===== config.mk =====
export PLATFORM = sky130hd
export DESIGN_NAME = seq_divider
export DESIGN_NICKNAME = d
export VERILOG_FILES = /design/src/rtl/sap3_div_pkg.sv /design/src/rtl/div_step.sv /design/src/rtl/seq_divider.sv
export SDC_FILE = /design/constraint.sdc
export NUM_CORES = 1
export LEC_CHECK = 0
export BUFFER_PORTS_ARGS = -buffer_cell sky130_fd_sc_hd__buf_2
export CORE_MARGIN = 5
export CORE_UTILIZATION = 51
export CTS_CLUSTER_DIAMETER = 40
export DETAILED_ROUTE_END_ITERATION = 10
export PLACE_DENSITY = 0.79
export SETUP_SLACK_MARGIN = 0.02
export SLEW_MARGIN = 10
export SYNTH_ARGS = -nofsm -noshare
export SYNTH_HDL_FRONTEND = slang
export SYNTH_SLANG_ARGS = --single-unit

===== constraint.sdc =====
create_clock -name clk -period 2.1 [get_ports clk]
set_clock_uncertainty 0.2 [all_clocks]
set_input_delay 0.21 -clock clk [delete_from_list [all_inputs] [get_ports clk]]
set_output_delay 0.21 -clock clk [all_outputs]
set_load 0.01 [all_outputs]

===== src/rtl/sap3_div_pkg.sv =====
// Shared definitions for the sequential restoring divider.
// Holds the FSM state encoding, the default operand width and the step-counter width.
package sap3_div_pkg;

  localparam int DW_DEFAULT = 8;
  localparam int CNT_W      = $clog2(DW_DEFAULT + 1);

  typedef enum logic [1:0] {
    IDLE = 2'd0,
    CALC = 2'd1,
    DONE = 2'd2
  } state_t;

  function automatic int cntWidth(input int dw);
    return $clog2(dw + 1);
  endfunction

endpackage


===== src/rtl/div_step.sv =====
// One restoring-division step: shift {R,Q} left, trial-subtract the divisor,
// and keep the difference only when it does not borrow.
module div_step #(
  parameter int DW = 8
) (
  input  logic [DW:0]   i_rem,
  input  logic [DW-1:0] i_q,
  input  logic [DW-1:0] i_divisor,
  output logic [DW:0]   o_rem,
  output logic [DW-1:0] o_q
);

  logic [DW:0]   w_shifted;
  logic [DW+1:0] w_trial;
  logic          w_borrow;
  logic          w_unused_msb;

  // R stays below the divisor between steps, so its MSB is always zero
  // and the shifted value still fits in DW+1 bits.
  assign w_unused_msb = i_rem[DW];
  assign w_shifted    = {i_rem[DW-1:0], i_q[DW-1]};
  assign w_trial      = {1'b0, w_shifted} - {2'b00, i_divisor};
  assign w_borrow     = w_trial[DW+1];

  assign o_rem = w_borrow ? w_shifted : w_trial[DW:0];
  assign o_q   = {i_q[DW-2:0], ~w_borrow};

endmodule


===== src/rtl/seq_divider.sv =====
// Sequential 2*DW / DW unsigned restoring divider, one quotient bit per clock.
// Divide-by-zero and quotient overflow are detected at start and skip iteration.
module seq_divider
  import sap3_div_pkg::*;
#(
  parameter int DW = DW_DEFAULT
) (
  input  logic            clk,
  input  logic            rst_n,
  input  logic            start,
  input  logic [2*DW-1:0] dividend,
  input  logic [DW-1:0]   divisor,
  output logic            busy,
  output logic            done,
  output logic [DW-1:0]   quotient,
  output logic [DW-1:0]   remainder,
  output logic            div_by_zero,
  output logic            overflow
);

  localparam int CW = cntWidth(DW);
  localparam logic [CW-1:0] LAST_STEP = CW'(DW - 1);

  state_t        r_state;
  logic [DW:0]   r_rem;
  logic [DW-1:0] r_q;
  logic [DW-1:0] r_divisor;
  logic [CW-1:0] r_cnt;

  logic [DW:0]   w_rem_next;
  logic [DW-1:0] w_q_next;
  logic          w_unused_msb;

  assign w_unused_msb = w_rem_next[DW];

  div_step #(.DW(DW)) u_step (
    .i_rem     (r_rem),
    .i_q       (r_q),
    .i_divisor (r_divisor),
    .o_rem     (w_rem_next),
    .o_q       (w_q_next)
  );

  // Results stay put from one done pulse until the next accepted start's done.
  always_ff @(posedge clk or negedge rst_n) begin
    if (!rst_n) begin
      r_state     <= IDLE;
      r_rem       <= '0;
      r_q         <= '0;
      r_divisor   <= '0;
      r_cnt       <= '0;
      busy        <= 1'b0;
      done        <= 1'b0;
      quotient    <= '0;
      remainder   <= '0;
      div_by_zero <= 1'b0;
      overflow    <= 1'b0;
    end else begin
      case (r_state)
        IDLE: begin
          done <= 1'b0;
          if (start) begin
            div_by_zero <= 1'b0;
            overflow    <= 1'b0;
            r_divisor   <= divisor;
            r_cnt       <= '0;
            if (divisor == '0) begin
              div_by_zero <= 1'b1;
              quotient    <= '1;
              remainder   <= '0;
              done        <= 1'b1;
              r_state     <= DONE;
            end else if (dividend[2*DW-1:DW] >= divisor) begin
              overflow  <= 1'b1;
              quotient  <= '1;
              remainder <= '0;
              done      <= 1'b1;
              r_state   <= DONE;
            end else begin
              r_rem   <= {1'b0, dividend[2*DW-1:DW]};
              r_q     <= dividend[DW-1:0];
              busy    <= 1'b1;
              r_state <= CALC;
            end
          end
        end
        CALC: begin
          r_rem <= w_rem_next;
          r_q   <= w_q_next;
          r_cnt <= r_cnt + 1'b1;
          if (r_cnt == LAST_STEP) begin
            busy      <= 1'b0;
            done      <= 1'b1;
            quotient  <= w_q_next;
            remainder <= w_rem_next[DW-1:0];
            r_state   <= DONE;
          end
        end
        DONE: begin
          done    <= 1'b0;
          r_state <= IDLE;
        end
        default: begin
          busy    <= 1'b0;
          done    <= 1'b0;
          r_state <= IDLE;
        end
      endcase
    end
  end

endmodule


==> impl_metrics.yaml <==
drt:
  drc: 0
  wl_per_cell_um: 17.1
  antenna_left: 0
  vias: 2230
  wl_met3_um: 321
  topRoutingLayerUsed: "met4"
  drt_iter0_drc: 119
  drt_wl_total_um: 7320
  viasPerCell: 5.20
  met2_length_um: 3810
  met1Wirelength_um: 3100
  first_pass_iters: 4
die:
  die_w_um: 83.8
  fp.dieH_um: 83.8
  ios: 47
  coreArea_mm2: 0.00520
  rows: 26
  dieArea_mm2: 0.00702
  initial_core_util_pct: 53.3
global_routing:
  grt_pass1_wl_um: 11600
  grt_pass1_vias: 2383
  grt_overflow: 0
  grt_util_all_layers_pct: 20.9
  grt_max_degree: 51
  antenna_found_initial: 0
synth:
  synthTopCellsByArea: "dfrtp_1 45%, ha_1 7.7%, mux2i_1 7.6%"
  synth_top_cell_by_area: "dfrtp_1"
  synth-main-ff-cell: "dfrtp_1"
  synth-seq-cells: 50
  postSynthCellCount: 254
  synth_edf_count: 0
  yosys_warnings: 0
  synth.top_cell.area_share_pct: 45.1
  synth_common_cells: "50 x dfrtp_1, 23 x nand2_1, 21 x mux2i_1, 20 x inv_1, 17 x ha_1"
  synthArstFlopShare_pct: 100
  synth.yosys.seq_area_share_pct: 45.1
  yosysMostFrequentCell: "dfrtp_1"
  syn_nets: 299
  synth_cell_types: 47
  syn_area_per_cell_um2: 10.9
  netlist_area_mm2: 0.00278
sta:
  whs_ns: 0.0196
  finalCritPeriodShare_pct: 116
  drv_slew: 0
  maxSlewHeadroom_pct: 76.6
  max_clock_freq_mhz: 411
  worst_pin_slew_ns: 0.351
  hold_viol: 0
  final.min_clock_period_ns: 2.43
  setup_tns_ns: -3.21
  final.setup.worst_slack_ns: -0.332
  setup_violations: 18
  rsz0062_at_grt: "yes"
place:
  dpl_worst_slack_ns: -0.269
  numPortBuffers: 46
  gp_congestion: 0.835
  hpwlAfterDp_um: 4790
  dpl_cell_area_mm2: 0.00348
clocking:
  cts_tree: "yes"
  cts-root-buf: "clkbuf_8"
  cts_made_buffers: 5
  clk_pin_slew_worst_paths_ns: 0.11
  htreeDepth: 2
  max-clock-path-buffers: 2
  clk_latency_ns: 0.32
  clkSinkCount: 50
finish:
  diodes: 0
  final_layout_size_suffix_gt1_share_pct: 42.9
  stdcell_area_mm2: 0.00388
  nFillCells: 334
  syn2layout_area_growth_pct: 39.6
  nets: 403
run:
  maxCapViolations: 0
power_and_ir_drop:
  peakVddDrop_uv: 1270
  p_total_uw: 6890
  power_density_mw_per_mm2: 1780
  power_leakage_uw: 0.00187
status:
  violations: "setup timing"
  status: "finished, violations left"
setup_path:
  path_class: "flip-flop to flip-flop"
  critPathRequiredTime_ns: 2.09
  critical_path_buf_inv_count: 4
  crit_path_top_delay_cell: "dfrtp_1"
  cp_data_arrival_time_ns: 2.42
  slowest_delay_ns: 0.40
  cp_top_family: "compound AO/OA/AOI/OAI gates"
  worstPathCellList: "inv_2 > ha_4 > buf_4 > buf_6 > nor2b_4 > o31ai_4 > a21oi_2 > a41o_4 > buf_6 > mux2i_1 > mux2i_1"
  start_kind: "flip-flop"
  end_kind: "flip-flop"
  crit_fanout: 5
hold_path:
  hold_path_class: "input pin to flip-flop"
## through the flow
step	instances	util (%)
4_1_cts	423	72.0
5_1_grt	429	74.5
6_report	429	74.5
3_3_place_gp	409	66.9
3_5_place_dp	409	66.9
2_1_floorplan	254	-
## area by class of cell
type,instances,area (um^2),area share [%]
clock buffer,5,68.8,1.78
clock inverter,3,47.5,1.23
inverter,20,80.1,2.07
multi-input combinational,174,1610,41.5
sequential,50,1250,32.3
tap,70,87.6,2.26
timing repair buffer,107,731,18.9
## path summary, 6_finish.rpt
| kind | start | to | slack (ns) | cells after the start |
|---|---|---|---|---|
| worst max register to register | r_q[7] | r_rem[6] | -0.33 | 11 |
| worst min-delay path | dividend[7] | r_q[7] | 0.02 | 3 |
| worst min register to register | remainder[3] | remainder[3] | 0.29 | 1 |
| max in group asynchronous | rst_n | overflow | 1.27 | 3 |
| min in group asynchronous | rst_n | quotient[5] | 0.19 | 3 |
| worst max-delay path | r_q[7] | r_rem[6] | -0.33 | 11 |
## registers in the layout, indices dropped and copies added, names as in the netlist
register / flops
r_divisor: 8
done: 1
r_cnt: 4
r_q: 8
overflow: 1
remainder: 8
r_rem: 8
busy: 1
div_by_zero: 1
quotient: 8
r_state: 2
## routing by layer
| metal | track usage [%] | vias to the layer above |
|---|---|---|
| met5 | 0 | - |
| met4 | 7.60 | 0 |
| met3 | 5.23 | 9 |
| met2 | 34.9 | 48 |
| met1 | 26.1 | 1074 |
| li1 | - | 1099 |
## repair_timing
action | CTS | global route
buffers inserted | 3 | 7
gates resized for setup | 20 | 15
pin swaps | 18 | 12
hold buffers | 3 | 0
setup endpoints to repair | 18 | 18
endpoints found under the hold margin | 52 | 0
## worst register-to-register path, cell delays in order, from the launching register on
cell	delay [ns]
dfrtp_1	0.40
inv_2	0.06
ha_4	0.16
buf_4	0.13
buf_6	0.11
nor2b_4	0.14
o31ai_4	0.07
a21oi_2	0.19
a41o_4	0.28
buf_6	0.13
mux2i_1	0.30
mux2i_1	0.14
## report_power, final
part,switching [uW],leakage (uW),internal (uW),total (uW)
combinational,2140,0.00121,2340,4470
sequential,272,0.000594,1410,1690
clock,365,0.0000591,364,729
total,2770,0.00187,4120,6890
## placed cells by master (no fill, tap or decap), drive strengths merged, types with 3 or more instances in the layout
master and n:
a21o 4, a21oi 3, buf 104, clkbuf 5, dfrtp 50, dlygate4sd3 3, ha 17, inv 22
mux2 9, mux2i 21, nand2 23, nand2b 15, nand3 3, nor2 13, nor3 3, o21a 3
o21ai 14, o21bai 3, o2bb2ai 7, o311a 7, xor2 4
## kinds of logic after synthesis
family | count (synthesis) | share of synthesized area, %
multiplexers | 30 | 11.5
flip-flops | 50 | 45.1
AND/OR/NAND/NOR | 67 | 12.4
adder cells (fa/ha/maj) | 18 | 8.38
XOR/XNOR | 6 | 1.89
buffers and inverters | 30 | 5.36
AO/OA/AOI/OAI | 53 | 15.4
No activity file was read; power rests on OpenSTA's default activity.
